### src/rtl/constants_pkg.sv
// constants_pkg: shared types and constants for alu_regfile_pipe.
//   ALUOp            - issue-side operation encoding (4 bits; 11..15 are illegal)
//   alu_pipe_state_t - issue FSM state (MUL_BUSY exists only when ALU_MUL_EN is defined)
//   FLAG_*           - bit positions inside the {neg, carry, zero} flag register
package constants_pkg;

    typedef enum logic [3:0] {
        REG_READ  = 4'd0,
        REG_WRITE = 4'd1,
        ADD       = 4'd2,
        ADDC      = 4'd3,
        SUB       = 4'd4,
        AND       = 4'd5,
        OR        = 4'd6,
        XOR       = 4'd7,
        SHL       = 4'd8,
        SHR       = 4'd9,
        MUL       = 4'd10
    } ALUOp;

    typedef enum logic [0:0] {
        RUN      = 1'b0,
        MUL_BUSY = 1'b1
    } alu_pipe_state_t;

    localparam int unsigned FLAG_ZERO  = 0;
    localparam int unsigned FLAG_CARRY = 1;
    localparam int unsigned FLAG_NEG   = 2;
    localparam int unsigned FLAG_WIDTH = 3;

endpackage

### src/rtl/alu_seq_multiplier.sv
// alu_seq_multiplier: iterative shift-add unsigned multiplier, one partial product per cycle.
// Ports:
//   clk, reset (sync, active-low) - clock / reset; reset abandons any product in progress
//   start                         - load a/b and begin; takes DATA_WIDTH further edges
//   a, b                          - operands (sampled on the start edge)
//   done                          - high in the cycle before the final step edge
//   product                       - full 2*DATA_WIDTH product, valid while done is high
module alu_seq_multiplier #(
    parameter int unsigned DATA_WIDTH = 8
) (
    input  logic                    clk,
    input  logic                    reset,
    input  logic                    start,
    input  logic [DATA_WIDTH-1:0]   a,
    input  logic [DATA_WIDTH-1:0]   b,
    output logic                    done,
    output logic [2*DATA_WIDTH-1:0] product
);

    localparam int unsigned CntWidth = $clog2(DATA_WIDTH + 1);

    logic [2*DATA_WIDTH-1:0] mcand_q;
    logic [2*DATA_WIDTH-1:0] acc_q;
    logic [DATA_WIDTH-1:0]   mplier_q;
    logic [CntWidth-1:0]     cnt_q;
    logic [2*DATA_WIDTH-1:0] step_acc;

    // The product is exposed as the accumulator *after* the pending step, so the
    // owner can retire on the same edge that performs the last step.
    always_comb begin
        step_acc = acc_q + (mplier_q[0] ? mcand_q : '0);
        product  = step_acc;
        done     = (cnt_q == CntWidth'(1));
    end

    always_ff @(posedge clk) begin
        if (!reset) begin
            mcand_q  <= '0;
            acc_q    <= '0;
            mplier_q <= '0;
            cnt_q    <= '0;
        end else if (start) begin
            mcand_q  <= {{DATA_WIDTH{1'b0}}, a};
            acc_q    <= '0;
            mplier_q <= b;
            cnt_q    <= CntWidth'(DATA_WIDTH);
        end else if (cnt_q != '0) begin
            acc_q    <= step_acc;
            mcand_q  <= mcand_q << 1;
            mplier_q <= mplier_q >> 1;
            cnt_q    <= cnt_q - CntWidth'(1);
        end
    end

endmodule

### src/rtl/alu_regfile_pipe.sv
// alu_regfile_pipe: NUM_REGS x DATA_WIDTH register file fused with a two-stage ALU pipeline.
// Stage S1 captures the op and its (forwarded) operands on the accept edge; the next edge
// executes, writes back, updates flags/data_out and pulses out_valid (or err if illegal).
// Ports:
//   clk, reset (sync, active-low)   - clock / reset
//   in_valid, in_ready              - issue handshake
//   op, addr_a, addr_b, addr_r      - operation and register addresses
//   data_in                         - REG_WRITE data
//   data_out, out_valid             - result of last completed op, one-cycle retire pulse
//   flags                           - {neg, carry, zero}
//   err                             - one-cycle pulse when an illegal op retires
// Build option: define ALU_MUL_EN to add the iterative MUL (otherwise MUL is illegal).
module alu_regfile_pipe
    import constants_pkg::*;
#(
    parameter int unsigned DATA_WIDTH = 8,
    parameter int unsigned NUM_REGS   = 8,
    parameter int unsigned ADDR_WIDTH = $clog2(NUM_REGS)
) (
    input  logic                  clk,
    input  logic                  reset,
    input  logic                  in_valid,
    output logic                  in_ready,
    input  ALUOp                  op,
    input  logic [ADDR_WIDTH-1:0] addr_a,
    input  logic [ADDR_WIDTH-1:0] addr_b,
    input  logic [ADDR_WIDTH-1:0] addr_r,
    input  logic [DATA_WIDTH-1:0] data_in,
    output logic [DATA_WIDTH-1:0] data_out,
    output logic                  out_valid,
    output logic [FLAG_WIDTH-1:0] flags,
    output logic                  err
);

    logic [DATA_WIDTH-1:0] regs_q [NUM_REGS];

    logic                  s1_valid_q;
    ALUOp                  s1_op_q;
    logic [ADDR_WIDTH-1:0] s1_addr_a_q;
    logic [ADDR_WIDTH-1:0] s1_addr_r_q;
    logic [DATA_WIDTH-1:0] s1_data_q;
    logic [DATA_WIDTH-1:0] s1_a_q;
    logic [DATA_WIDTH-1:0] s1_b_q;

    logic [DATA_WIDTH-1:0] data_out_q;
    logic                  out_valid_q;
    logic                  err_q;
    logic [FLAG_WIDTH-1:0] flags_q;

    logic                  accept;
    logic                  retire;
    logic                  illegal;
    logic                  wb_we;
    logic                  wb_en;
    logic [ADDR_WIDTH-1:0] wb_addr;
    logic [DATA_WIDTH-1:0] res_data;
    logic [FLAG_WIDTH-1:0] flags_new;
    logic                  alu_op;
    logic [DATA_WIDTH-1:0] alu_res;
    logic                  alu_carry;
    logic [DATA_WIDTH:0]   ext;
    logic [DATA_WIDTH-1:0] fwd_a;
    logic [DATA_WIDTH-1:0] fwd_b;

`ifdef ALU_MUL_EN
    alu_pipe_state_t         state_q;
    alu_pipe_state_t         state_d;
    logic                    mul_done;
    logic [2*DATA_WIDTH-1:0] mul_product;

    alu_seq_multiplier #(
        .DATA_WIDTH (DATA_WIDTH)
    ) u_mul (
        .clk     (clk),
        .reset   (reset),
        .start   (accept && (op == MUL)),
        .a       (fwd_a),
        .b       (fwd_b),
        .done    (mul_done),
        .product (mul_product)
    );

    // Issue FSM: state register / next state / outputs.
    always_ff @(posedge clk) begin
        if (!reset) begin
            state_q <= RUN;
        end else begin
            state_q <= state_d;
        end
    end

    always_comb begin
        state_d = state_q;
        case (state_q)
            RUN:      if (accept && (op == MUL)) state_d = MUL_BUSY;
            MUL_BUSY: if (mul_done) state_d = RUN;
            default:  state_d = RUN;
        endcase
    end

    always_comb begin
        in_ready = reset && (state_q == RUN);
    end

    // A MUL in S1 only completes when the multiplier finishes its last step.
    always_comb begin
        retire = s1_valid_q && ((s1_op_q == MUL) ? mul_done : 1'b1);
    end
`else
    always_comb begin
        in_ready = reset;
        retire   = s1_valid_q;
    end
`endif

    always_comb begin
        accept = in_valid && in_ready;
    end

    // Execute stage for the op held in S1.
    always_comb begin
        wb_we     = 1'b0;
        wb_addr   = s1_addr_r_q;
        res_data  = data_out_q;
        flags_new = flags_q;
        illegal   = 1'b0;
        alu_op    = 1'b0;
        alu_res   = '0;
        alu_carry = 1'b0;
        ext       = '0;
        case (s1_op_q)
            REG_WRITE: begin
                wb_we    = 1'b1;
                wb_addr  = s1_addr_a_q;
                res_data = s1_data_q;
            end
            REG_READ: res_data = s1_a_q;
            ADD: begin
                alu_op    = 1'b1;
                ext       = {1'b0, s1_a_q} + {1'b0, s1_b_q};
                alu_res   = ext[DATA_WIDTH-1:0];
                alu_carry = ext[DATA_WIDTH];
            end
            ADDC: begin
                // flags_q already holds the carry of the op retired on the previous edge.
                alu_op    = 1'b1;
                ext       = {1'b0, s1_a_q} + {1'b0, s1_b_q}
                            + {{DATA_WIDTH{1'b0}}, flags_q[FLAG_CARRY]};
                alu_res   = ext[DATA_WIDTH-1:0];
                alu_carry = ext[DATA_WIDTH];
            end
            SUB: begin
                // Bit DATA_WIDTH of the extended difference is the unsigned borrow.
                alu_op    = 1'b1;
                ext       = {1'b0, s1_a_q} - {1'b0, s1_b_q};
                alu_res   = ext[DATA_WIDTH-1:0];
                alu_carry = ext[DATA_WIDTH];
            end
            AND: begin
                alu_op  = 1'b1;
                alu_res = s1_a_q & s1_b_q;
            end
            OR: begin
                alu_op  = 1'b1;
                alu_res = s1_a_q | s1_b_q;
            end
            XOR: begin
                alu_op  = 1'b1;
                alu_res = s1_a_q ^ s1_b_q;
            end
            SHL: begin
                alu_op    = 1'b1;
                alu_res   = s1_a_q << 1;
                alu_carry = s1_a_q[DATA_WIDTH-1];
            end
            SHR: begin
                alu_op    = 1'b1;
                alu_res   = s1_a_q >> 1;
                alu_carry = s1_a_q[0];
            end
`ifdef ALU_MUL_EN
            MUL: begin
                alu_op    = 1'b1;
                alu_res   = mul_product[DATA_WIDTH-1:0];
                alu_carry = |mul_product[2*DATA_WIDTH-1:DATA_WIDTH];
            end
`endif
            default: illegal = 1'b1;
        endcase
        if (alu_op) begin
            wb_we                 = 1'b1;
            res_data              = alu_res;
            flags_new[FLAG_ZERO]  = (alu_res == '0);
            flags_new[FLAG_CARRY] = alu_carry;
            flags_new[FLAG_NEG]   = alu_res[DATA_WIDTH-1];
        end
    end

    // Operands captured on the accept edge see the value written back on that same edge.
    always_comb begin
        wb_en = retire && wb_we;
        fwd_a = (wb_en && (wb_addr == addr_a)) ? res_data : regs_q[addr_a];
        fwd_b = (wb_en && (wb_addr == addr_b)) ? res_data : regs_q[addr_b];
    end

    always_ff @(posedge clk) begin
        if (!reset) begin
            for (int i = 0; i < int'(NUM_REGS); i++) begin
                regs_q[i] <= '0;
            end
            s1_valid_q  <= 1'b0;
            s1_op_q     <= REG_READ;
            s1_addr_a_q <= '0;
            s1_addr_r_q <= '0;
            s1_data_q   <= '0;
            s1_a_q      <= '0;
            s1_b_q      <= '0;
            data_out_q  <= '0;
            out_valid_q <= 1'b0;
            err_q       <= 1'b0;
            flags_q     <= '0;
        end else begin
            out_valid_q <= retire && !illegal;
            err_q       <= retire && illegal;
            if (retire && !illegal) begin
                data_out_q <= res_data;
                flags_q    <= flags_new;
            end
            if (wb_en) begin
                regs_q[wb_addr] <= res_data;
            end
            if (accept) begin
                s1_valid_q  <= 1'b1;
                s1_op_q     <= op;
                s1_addr_a_q <= addr_a;
                s1_addr_r_q <= addr_r;
                s1_data_q   <= data_in;
                s1_a_q      <= fwd_a;
                s1_b_q      <= fwd_b;
            end else if (retire) begin
                s1_valid_q <= 1'b0;
            end
        end
    end

    always_comb begin
        data_out  = data_out_q;
        out_valid = out_valid_q;
        err       = err_q;
        flags     = flags_q;
    end

endmodule

### config.mk
export PLATFORM = sky130hd
export DESIGN_NAME = alu_regfile_pipe
export DESIGN_NICKNAME = d
export VERILOG_FILES = /design/src/rtl/constants_pkg.sv /design/src/rtl/alu_seq_multiplier.sv /design/src/rtl/alu_regfile_pipe.sv
export SDC_FILE = /design/constraint.sdc
export NUM_CORES = 1
export LEC_CHECK = 0
export CAP_MARGIN = 10
export CORE_ASPECT_RATIO = 0.75
export CORE_MARGIN = 2
export CORE_UTILIZATION = 30
export DETAILED_ROUTE_END_ITERATION = 8
export HOLD_SLACK_MARGIN = 0.1
export PLACE_DENSITY = 0.56
export SYNTH_ARGS = -nofsm -noshare
export SYNTH_HDL_FRONTEND = slang
export SYNTH_SLANG_ARGS = --single-unit
### constraint.sdc
create_clock -name clk -period 3.3 [get_ports clk]
set_input_delay 0.66 -clock clk [delete_from_list [all_inputs] [get_ports clk]]
set_output_delay 0.66 -clock clk [all_outputs]
set_load 0.005 [all_outputs]
==> results of run 1 <==
-- timing repair --
| action | CTS | global route |
|---|---|---|
| setup endpoints to repair | 0 | 21 |
| buffers inserted | 0 | 0 |
| resized for setup | 0 | 5 |
-- cells in the final DEF (no fill, tap or decap), types with 6 or more instances in the layout --
master	netlist	layout
o22ai_1	10	10
buf_4	3	52
nor2_1	113	112
inv_1	28	28
clkdlybuf4s50_1	0	36
a21oi_1	25	25
dfxtp_1	48	48
nand2b_1	8	8
o21ai_0	22	22
or3_1	7	7
xor2_1	6	6
nand3_1	7	7
clkbuf_16	0	9
nor3b_1	7	7
mux2i_1	56	56
mux4_2	33	33
nand2_1	44	44
ha_1	26	26
nor2b_1	6	6
a211oi_1	12	12
edfxtp_1	64	64
nor4_1	8	6
nor3_1	10	10
xnor2_1	10	10
-- per-layer routing --
metal / part of all wire (%) / global-route usage (%)
met1: 50 / 26.7
met2: 41 / 25.1
met3: 7.2 / 3.07
met4: 2.3 / 6.81
met5: 0 / 0
-- worst max path at each step --
stage | start | slack [ns] | endpoint | cells past startpoint
floorplan | s1_a_q[0] | 0.43 | flags[0] | 9
global placement | s1_b_q[0] | 0.09 | s1_b_q[4] | 9
detailed placement | s1_b_q[0] | 0.1 | regs_q[0][6] | 9
CTS | s1_b_q[0] | 0.05 | regs_q[0][6] | 9
global route | s1_a_q[0] | 0.02 | flags[0] | 11
finish | s1_a_q[0] | 0.12 | flags[0] | 12
-- flip-flops by register name, summed over array words and instances (netlist names) --
signal       flops
s1_addr_r_q      3
regs_q          64
s1_op_q          4
s1_a_q           8
s1_data_q        8
err              1
flags            3
retire           1
s1_b_q           8
data_out         8
out_valid        1
s1_addr_a_q      3
-- area by class of cell --
type,count,area [um^2]
Sequential cell,112,2880
Clock buffer,13,250
Timing Repair Buffer,92,816
Multi-Input combinational cell,505,3980
Tap cell,300,375
Clock inverter,3,43.8
Inverter,28,105
Fill cell,2350,14700
-- report_power, final --
| group | switching [mW] | leakage, nW | total (mW) | internal, mW |
|---|---|---|---|---|
| Clock | 0.500 | 0.144 | 1.11 | 0.611 |
| Combinational | 0.434 | 1.85 | 0.780 | 0.346 |
| Sequential | 0.0610 | 1.06 | 1.60 | 1.54 |
| Total | 0.995 | 3.05 | 3.49 | 2.50 |
-- critical path, delay by kind of cell (launching register included) --
kind | cells | cell delay, ns
AND/OR/NAND/NOR | 4 | 1.36
multiplexers | 1 | 0.18
AO/OA/AOI/OAI | 2 | 0.31
flip-flops | 1 | 0.34
buffers and inverters | 3 | 0.27
adder cells (fa/ha/maj) | 2 | 0.63
-- kinds of logic after synthesis --
logic type               count (synthesis)  share of synthesized area, %
buffers and inverters                   78                          4.55
flip-flops                             112                          40.3
adder cells (fa/ha/maj)                 28                          5.11
AO/OA/AOI/OAI                          127                          12.6
XOR/XNOR                                16                          1.96
AND/OR/NAND/NOR                        236                          15.5
multiplexers                            98                          19.9
-- stage by stage --
stage / setup WS, ns / std cells / hold WS, ns / power, mW
2_1_floorplan: 0.430 / 695 / 0.459 / 2.10
5_1_grt: 0.0178 / 1053 / 0.528 / 3.63
6_report: 0.120 / 1053 / 0.503 / 3.49
3_3_place_gp: 0.0875 / 1037 / 0.475 / 2.39
4_1_cts: 0.0456 / 1053 / 0.504 / 3.50
3_5_place_dp: 0.0982 / 1037 / 0.489 / 2.39
==> metrics.csv, run 1 <==
stage,metric,value,unit
status,run status,finished clean,
route,drt pass-1 iters,5,
global_routing,total grt overflow,0,
place,placer congestion estimate,0.912,
clocking,clock tree buffer depth,2,
route,Iteration-0 DRC Markers,536,
sta,RSZ-0062 raised after global routing,false,
run,number of max-cap violations,0,
yosys,cell with the most instances after synthesis,nor2_1,
route,Routed Antenna Nets,0,
floorplan,Die X,182,um
sta,Final Cycle Share,96.4,%
power_and_ir_drop,PwrDens,413,mW/mm^2
sta,Least-Margin Pin Slew,0.965,ns
clocking,clock root cell,clkbuf_16,
setup_path,worst flop-to-flop path endpoint,flags[0],
setup_path,CP Launch Type,flop,
setup_path,Crit. End Element,flop,
power_and_ir_drop,Max VDD drop,0.273,mV
sta,Final setup viols,0,
setup_path,Crit Path Category,reg2reg,
place,Detailed Place HPWL,16400,um
sta,Fmax,314,MHz
place,Placed Area,0.00813,mm^2
yosys,Synth Warn #,0,
place,Port Buffer Count,37,
floorplan,Core Rows,48,
clocking,number of CTS-inserted buffers,9,
route,DRC,0,
yosys,prevailing post-synth register cell,edfxtp_1,
route,Vias,5799,
yosys,"Seq/Total Area, Yosys",40.3,%
finish,final instance area,0.00845,mm^2
min_path,HP Class,reg2reg,
yosys,Post-Synthesis Cell Area,0.00715,mm^2
route,drt via density,5.51,
yosys,number of synthesized flops with an enable pin,64,
finish,area delta synth->final,18.2,%
clocking,H-tree Lvls,3,
setup_path,worst reg-to-reg path cell count,12,
yosys,Post-synth top cells,"nor2_1 (113), edfxtp_1 (64), mux2i_1 (56), dfxtp_1 (48), nand2_1 (44)",
route,wire per inst,20.4,um
setup_path,RR Startpoint,s1_a_q[0],
setup_path,Worst Path Arrival,3.46,ns
floorplan,full die area,0.0251,mm^2
yosys,Yosys top cell area share,26.9,%
clocking,Sink Count,112,
min_path,hold path endpoint,s1_addr_a_q[0],
setup_path,critical-path cell list,"buf_4, inv_1, ha_1, inv_1, fa_1, mux2i_1, o32ai_1, or4_1, or4_1, nor4_2, nand4b_1, o31ai_2",
yosys,synth unique cells,74,
floorplan,Die H,138,um
sta,Slew Limit Fails,0,
finish,share of layout cells above drive strength 1,17.0,%
yosys,Synth area leader,edfxtp_1,
setup_path,crit path max fanout,5,
global_routing,Tot GR Track Use,17.8,%
global_routing,number of global-route vias before repair,5618,
clocking,clk slew on worst S/H paths,0.07,ns
setup_path,CP required,3.58,ns
setup_path,CP max stage delay,0.53,ns
clocking,cts-stage hold buffer count,0,
global_routing,pin count of the biggest net entering global routing,39,
floorplan,Initial Util,30.9,%
route,Routed WL,21500,um
min_path,hold_sp,s1_addr_a_q[0],
setup_path,Crit-path slowest cell,or4_1,
yosys,"top cells by area, synth","edfxtp_1 (27%), dfxtp_1 (13%), mux4_2 (10%), mux2i_1 (7.8%), nor2_1 (5.9%)",
sta,Setup TNS,0,ns
power_and_ir_drop,Lkg Pwr,3.05,nW
sta,slew margin rel.,35.6,%
floorplan,Ports,38,
global_routing,first-pass GRT wire length,33300,um
yosys,ys async rst share,0,%
finish,final core occ,36.5,%
sta,fin crit period,3.18,ns
finish,Antenna diodes,0,
floorplan,core box area,0.0232,mm^2
setup_path,r2r setup slk,0.12,ns
finish,nets,800,
yosys,Gate Count Post-Synth,695,
clocking,CTS tree,done,
min_path,hold path depth,2,
yosys,Yosys reg bits,112,
yosys,Syn Nets,747,
yosys,Avg Inst Size Synth,10.3,um^2
clocking,latest clock arrival within the worst-skew pair,0.36,ns
sta,clock skew after layout,0.0135,ns
sta,Final Hold Viols,0,
global_routing,antenna violations before repair,0,
(Power assumes the default switching activity.)
==> inputs of run 2 (changes only) <==
--- a/config.mk
+++ b/config.mk
@@ -10,6 +10,7 @@
 export CORE_MARGIN = 2
 export CORE_UTILIZATION = 30
 export DETAILED_ROUTE_END_ITERATION = 8
+export GPL_TIMING_DRIVEN = 1
 export HOLD_SLACK_MARGIN = 0.1
 export PLACE_DENSITY = 0.56
 export SYNTH_ARGS = -nofsm -noshare
==> constraint.sdc (replaced) <==
create_clock -name clk -period 3.02 [get_ports clk]
set_input_delay 0.604 -clock clk [delete_from_list [all_inputs] [get_ports clk]]
set_output_delay 0.604 -clock clk [all_outputs]
set_load 0.005 [all_outputs]
==> run 2 against run 1 <==
Net effect:
- setup slack got worse by 0.087 ns
- clock power increased by 15%
- sequential share of layout area decreased by 2.0 points
- design area increased by 6.2%
- critical path depth unchanged
- non-clock buffer count increased by 39
- first-iteration DRC count increased by 17%
- final cell count increased by 3.8%
- global-route usage increased by 0.68 points
- wire length increased by 3.8%
- via count increased by 2.8%
- register-to-register slack got worse by 0.09 ns
- largest cell class unchanged
==> metrics.csv, run 2 (synthesis results as in run 1) <==
stage,metric,value,unit,change
clocking,number of CTS-inserted buffers,9,,unchanged
setup_path,CP Launch Type,flop,,unchanged
setup_path,CP bufs+invs,3,,unchanged
sta,Least-Margin Pin Slew,0.692,ns,was 0.965 ns
floorplan,Die X,182,um,unchanged
route,wire per inst,20.4,um,about the same
sta,fin crit period,2.99,ns,was 3.18 ns
clocking,latest clock arrival within the worst-skew pair,0.36,ns,about the same
setup_path,r2r setup slk,0.03,ns,was 0.12 ns
floorplan,Core Rows,48,,unchanged
place,Port Buffer Count,37,,unchanged
setup_path,critical-path cell list,"buf_6, inv_6, ha_4, inv_2, fa_1, mux2i_1, o32ai_1, or4_1, or4_4, nor4_4, nand4b_1, o31ai_2",,"was buf_4, inv_1, ha_1, inv_1, fa_1, mux2i_1, o32ai_1, or4_1, or4_1, nor4_2, nand4b_1, o31ai_2"
power_and_ir_drop,Clock power frac,32.0,%,was 31.8%
place,Setup WS pre-CTS,-0.123,ns,was 0.0982 ns
finish,area delta synth->final,25.6,%,was 18.2%
sta,slew margin rel.,53.9,%,was 35.6%
place,Placed Area,0.00844,mm^2,was 0.00813 mm^2
route,drt via density,5.45,,was 5.51
sta,Slew Limit Fails,0,,unchanged
setup_path,CP max stage delay,0.53,ns,about the same
floorplan,Initial Util,30.9,%,unchanged
clocking,clk slew on worst S/H paths,0.08,ns,was 0.07 ns
finish,Largest Register,regs_q,,unchanged
route,Routed Antenna Nets,0,,unchanged
min_path,hold path endpoint,s1_addr_a_q[0],,unchanged
finish,nets,839,,was 800
floorplan,Ports,38,,unchanged
power_and_ir_drop,cell internal pwr,2.85,mW,was 2.50 mW
place,Placed Instances,1073,,was 1037
route,Vias,5959,,was 5799
route,drt pass-1 iters,5,,unchanged
min_path,hold_sp,s1_addr_a_q[0],,unchanged
power_and_ir_drop,Power Total,4.02,mW,was 3.49 mW
finish,most frequent cells in the layout,"nor2_1 (112), buf_4 (86), edfxtp_1 (64)",,"was nor2_1 (112), edfxtp_1 (64), mux2i_1 (56)"
setup_path,Crit-path slowest cell,or4_1,,unchanged
clocking,cts-stage hold buffer count,0,,unchanged
route,DRC,0,,unchanged
setup_path,Worst Path Arrival,3.28,ns,was 3.46 ns
clocking,clock root cell,clkbuf_16,,unchanged
setup_path,worst reg-to-reg path cell count,12,,unchanged
route,Iteration-0 DRC Markers,629,,was 536
sta,RSZ-0062 raised after global routing,true,,was false
finish,final instance area,0.00898,mm^2,was 0.00845 mm^2
power_and_ir_drop,Max VDD drop,0.305,mV,was 0.273 mV
floorplan,core box area,0.0232,mm^2,unchanged
clocking,H-tree Lvls,3,,unchanged
sta,post-route setup slack,0.0330,ns,was 0.120 ns
finish,Final Non-Filler Cells,1093,,was 1053
global_routing,pin count of the biggest net entering global routing,30,,was 39
min_path,HP Class,reg2reg,,unchanged
route,Routed WL,22300,um,was 21500 um
global_routing,number of global-route vias before repair,5749,,was 5618
status,run status,finished clean,,unchanged
sta,Final setup viols,0,,unchanged
sta,clock skew after layout,0.0114,ns,was 0.0135 ns
min_path,hold path depth,2,,unchanged
clocking,Sink Count,112,,unchanged
global_routing,total grt overflow,0,,unchanged
clocking,clock tree buffer depth,2,,unchanged
power_and_ir_drop,Psw,1.17,mW,was 0.995 mW
setup_path,RR Startpoint,s1_a_q[0],,unchanged
global_routing,first-pass GRT wire length,34400,um,was 33300 um
power_and_ir_drop,PwrDens,447,mW/mm^2,was 413 mW/mm^2
power_and_ir_drop,sequential share of power,43.3,%,was 45.8%
power_and_ir_drop,Lkg Pwr,3.29,nW,was 3.05 nW
setup_path,Worst path top cell family by delay,simple AND/OR/NAND/NOR gates,,unchanged
finish,share of layout cells above drive strength 1,24.6,%,was 17.0%
finish,max reg flops,64,,unchanged
floorplan,full die area,0.0251,mm^2,unchanged
floorplan,Die H,138,um,unchanged
sta,Fmax,335,MHz,was 314 MHz
place,Detailed Place HPWL,17100,um,was 16400 um
setup_path,Crit Path Category,reg2reg,,unchanged
sta,Final Cycle Share,98.9,%,was 96.4%
clocking,CTS tree,done,,unchanged
power_and_ir_drop,Switching Share,29.1,%,was 28.5%
finish,"most common cell after layout, fill and taps aside",nor2_1,,unchanged
setup_path,CP required,3.31,ns,was 3.58 ns
setup_path,Crit. End Element,flop,,unchanged
power_and_ir_drop,Comb pwr share,24.8,%,was 22.3%
place,placer congestion estimate,0.916,,was 0.912
setup_path,worst flop-to-flop path endpoint,flags[0],,unchanged
setup_path,crit path max fanout,3,,was 5
global_routing,Tot GR Track Use,18.4,%,was 17.8%
global_routing,antenna violations before repair,1,,was 0
sta,Final Hold Viols,0,,unchanged
run,number of max-cap violations,0,,unchanged
## run 2: changes by cell type in the layout (fill, tap and decap cells not counted), sizes merged
cell    change
diode       +1
clkbuf      -2
clkinv      +1
buf        +39
inv         +1
## run 2: metrics by stage
step                      hold WS, ns  utilization [%]  TNS, ns
final                           0.499             38.7        0
after global routing            0.524             38.7   -0.113
after CTS                       0.505             38.0        0
after detailed placement        0.487             36.4    -2.74
after global placement          0.475             36.4    -2.03
after floorplan                 0.459                -        0
## run 2: metal layers
metal | vias up | wire [um] | track usage [%]
met3 | 31 | 1680 | 3.28
li1 | 2761 | - | -
met4 | 0 | 398 | 5.47
met5 | - | 0 | 0
met2 | 205 | 9500 | 27.1
met1 | 2962 | 10800 | 27.5
## run 2: cell type report
type / count / area [um^2]
clock inverter: 5 / 48.8
tap: 300 / 375
clock buffer: 11 / 275
antenna: 1 / 2.50
fill: 2318 / 14200
sequential: 112 / 2890
inverter: 28 / 110
multi-input combinational: 505 / 4120
timing repair buffer: 131 / 1160
## run 2: tightest hold or removal path, delay by kind of cell, from the launching register on
family	cells	cell delay (ns)
flops	1	0.33
mux	1	0.06
simple gates	1	0.07
## run 2: how the worst max path moves through the flow
stage / from / endpoint / cells after the start
4_1_cts: s1_a_q[0] / flags[0] / 9
6_report: s1_a_q[0] / flags[0] / 12
5_1_grt: s1_a_q[0] / flags[0] / 12
3_5_place_dp: s1_a_q[0] / flags[0] / 11
3_3_place_gp: reset / s1_a_q[1] / 7
2_1_floorplan: s1_a_q[0] / flags[0] / 9
## run 2: what timing repair did
| action | in CTS | in global routing |
|---|---|---|
| pin swaps | 0 | 3 |
| endpoints found under the setup margin | 37 | 43 |
| resized for setup | 10 | 30 |
| endpoints found under the hold margin | 0 | 0 |
| setup buffers | 0 | 3 |
## run 2: power groups by stage
stage	sequential [mW]	combinational [mW]	clock, mW
floorplan	1.75	0.543	0
global placement	1.77	0.917	0
detailed placement	1.77	0.919	0
CTS	1.74	0.939	1.30
global route	1.75	1.07	1.36
finish	1.74	0.995	1.28
==> edit 1 (settings of run 2) <==
Set the package constant `FLAG_WIDTH` to 6 (it was 3).
--- a/src/rtl/constants_pkg.sv
+++ b/src/rtl/constants_pkg.sv
@@ -27,5 +27,5 @@
     localparam int unsigned FLAG_CARRY = 1;
     localparam int unsigned FLAG_NEG   = 2;
-    localparam int unsigned FLAG_WIDTH = 3;
+    localparam int unsigned FLAG_WIDTH = 6;
 
 endpackage
Interface: changed (resized flags); port bits go from 38 to 41. No check against the original RTL was run, so the function may have changed too.
==> edit 1 against run 2 <==
  * Synthesized cell count is 0.58% higher
  * Total power is 4.3% lower
  * First-iteration DRC count is 8.6% lower
  * Final area is 3.6% lower
  * Die area is 0.36% higher
  * Area after synthesis is 0.37% higher
  * Clock skew is 0.0026 ns higher
  * Routed wire length is 2.2% lower
  * Setup slack better by 0.012 ns
  * Maximum frequency is 0.40% higher
  * Sequential cell count stayed put
  * Critical path type unchanged
==> edit 1: results (changes against run 2) <==
[run_status]
status = finished clean

[yosys]
ys_seq_area_share_pct = 40.2  ; -0.15 points
ys_types = 75  ; +1.4%
synth_area_leaders = edfxtp_1 27%, dfxtp_1 13%, mux4_2 10%

[route]
routed-wl-met2_mm = 9.02  ; -5.1%
m1WireLength_mm = 11.1  ; +3.1%
drt_iter0_drc = 575  ; -8.6%
vias_per_cell = 5.43  ; -0.46%
topRoutingLayerUsed = met4
routed_wl_mm = 21.9  ; -2.2%
route.met3.wl_mm = 1.41  ; -16%

[timing]
finalClockSkew_ns = 0.0140  ; +0.00256 ns
worst_slew_pin_slew_ns = 0.634  ; -0.0579 ns
whs_ns = 0.496  ; -0.00215 ns

[worst_setup_path]
crit_arrival_ns = 3.26  ; -0.02 ns
cp_max_fo = 4  ; +1
crit_buf_inv = 0  ; -3
r2r_cells = 9  ; -3

[power]
pg_comb_w = 0.000893  ; -10%
internal_power_w = 0.00271  ; -4.9%
irDropWorstVdd_uv = 318  ; +4.0%
p_leak_nw = 3.17  ; -3.9%

[global_route]
globalRouteTotalUtil_pct = 17.9  ; -0.53 points
grt_util_met3_pct = 3.44  ; +0.16 points
grt_util_met2_pct = 25.5  ; -1.6 points
antenna_found_initial = 0  ; -1
gr-usage-met1_pct = 27.4  ; -0.14 points
grt_max_degree = 33  ; +10%
grt_pass1_vias = 5652  ; -1.7%
grt_pass1_wl_mm = 33.8  ; -1.6%

[clock_network]
cts_made_buffers = 9  ; unchanged

[cells_and_area]
buf_share_pct = 11.3  ; -1.6 points
fin_nets = 825  ; -1.7%
multi_input_area_share_pct = 46.3  ; +0.46 points
multi_input_gates = 508  ; +0.59%
drive_above_1_share_pct = 20.6  ; -4.1 points
clock_buffers = 10  ; -1
sh_seq_area_pct = 33.3  ; +1.2 points
buffers = 114  ; -13%
seq_cell_count = 112  ; unchanged
n_antenna_cell = 0  ; -1
clock_tree_area_fraction_pct = 3.45  ; -0.15 points
fill_cells = 2276  ; -1.8%

[placed_design]
place.gp.congestion = 0.954  ; +4.1%
dpl.hpwl_mm = 16.9  ; -1.0%

[worst_hold_path]
hp-start = s1_b_q[0]
whs_endpoint = s1_b_q[0]

## edit 1: changes by cell type after synthesis, sizes merged
cell         run 2  this run
conb             0         1
buf             26        29
## edit 1: cells by family after synthesis
logic type      after synthesis  synth area share [%]
compound gates              127                  12.6
xor+xnor                     16                  1.95
fa+ha+maj                    28                  5.09
buf+inv                      81                  4.85
flops                       112                  40.2
mux                          98                  19.9
other cells                   1                0.0522
simple gates                236                  15.5
## edit 1: metrics by stage
step	setup WS (ns)	power, W	instances	util (%)	area (sq um)
finish	0.0449	0.00385	1078	37.2	8660
global route	-0.0895	0.00400	1078	37.2	8660
CTS	0.00184	0.00386	1078	37.1	8610
detailed placement	-0.0459	0.00265	1062	35.7	8310
global placement	0.0784	0.00265	1062	35.7	8310
floorplan	0.150	0.00230	701	-	7190
==> edit 2 (config.mk and constraints of run 2) <==
Made on the original files. Register the output `err`, with the module's reset; this adds one clock of latency there. The other outputs are not delayed to match. Comments in the files are not updated.
--- a/src/rtl/alu_regfile_pipe.sv
+++ b/src/rtl/alu_regfile_pipe.sv
@@ -33,4 +33,6 @@
 );
 
+    logic err_d;
+
     logic [DATA_WIDTH-1:0] regs_q [NUM_REGS];
 
@@ -247,8 +249,16 @@
         data_out  = data_out_q;
         out_valid = out_valid_q;
-        err       = err_q;
+        err_d     = err_q;
         flags     = flags_q;
     end
 
+    always_ff @(posedge clk) begin
+        if (!reset) begin
+            err <= '0;
+        end else begin
+            err <= err_d;
+        end
+    end
+
 endmodule
 
Check against the original RTL: not equivalent (Yosys sat finds a counterexample within 4 cycles, from zero or initial values and one cycle with reset low).
==> edit 2 against run 2 <==
  * Global-route usage rose by 0.18 points
  * Maximum frequency rose by 2.6%
  * Area after synthesis rose by 2.1%
  * Critical path type unchanged
  * Total power rose by 12%
  * Final cell count rose by 0.55%
  * Routed wire length rose by 3.2%
  * Clock skew fell by 0.0028 ns
  * Final area rose by 0.13%
  * Core utilization fell by 1.1 points
  * Sequential cell count rose by 1
  * Setup slack improved by 0.075 ns
==> edit 2: results (changes against run 2) <==
[run_status]
status = finished clean

[global_route]
grt_max_degree = 27  ; -10%
gr-usage-met1_pct = 29.1  ; +1.6 points
grt_util_met2_pct = 25.2  ; -1.9 points
globalRouteTotalUtil_pct = 18.6  ; +0.18 points
antenna_found_initial = 0  ; -1
grt_pass1_wl_mm = 35.5  ; +3.2%
grt_pass1_vias = 5791  ; +0.73%

[cells_and_area]
clock_buffers = 18  ; +7
fin_nets = 832  ; -0.83%
clock_tree_area_fraction_pct = 5.82  ; +2.2 points
n_all_inverters = 24  ; -14%
multi_input_gates = 512  ; +1.4%
fill_cells = 2388  ; +3.0%
area_delta_synth_final_pct = 23.2

[worst_hold_path]
whs_endpoint = err
min_path_cells = 1  ; -1

[route]
drt_iter0_drc = 652  ; +3.7%
avgRoutedWirePerCell_um = 21.0  ; +2.6%

[yosys]
syn_nets = 751  ; +0.54%
ys_seq_area_share_pct = 39.8  ; -0.54 points
synth.avg_cell_area_sq_um = 10.4  ; +1.5%
synth_area_leaders = edfxtp_1 26%, dfxtp_1 13%, mux4_2 9.9%
synthMuxAreaShare_pct = 18.6  ; -1.3 points
ys_types = 91  ; +23%
ys_seq_elements = 113  ; +0.89%

[clock_network]
post_cts_resize_count = 0  ; -10

[timing]
setup_ws_ns = 0.108  ; +0.0755 ns
finalClockSkew_ns = 0.00862  ; -0.00278 ns
worst_slew_pin_slew_ns = 0.747  ; +0.0551 ns

[worst_setup_path]
crit_arrival_ns = 3.09  ; -0.19 ns

[power]
p_leak_nw = 3.29  ; about the same

[placed_design]
dpl.hpwl_mm = 17.2  ; +0.37%

edit 2: changes by cell type in the layout (fill, tap and decap cells not counted), sizes merged, moves of 6 or more:
cell / before / now
o21ai: 23 / 30
buf: 95 / 76
nor2b: 6 / 15
o22ai: 13 / 6
nand2: 44 / 38
nor2: 113 / 124
clkinvlp: 0 / 7
clkbuf: 11 / 18
edit 2: power by group through the flow:
| stage | logic, W | registers [W] | clock network [W] |
|---|---|---|---|
| 5_1_grt | 0.000990 | 0.00177 | 0.00189 |
| 2_1_floorplan | 0.000582 | 0.00176 | 0 |
| 3_5_place_dp | 0.000872 | 0.00179 | 0 |
| 6_report | 0.000918 | 0.00176 | 0.00181 |
| 3_3_place_gp | 0.000870 | 0.00179 | 0 |
| 4_1_cts | 0.000878 | 0.00176 | 0.00183 |
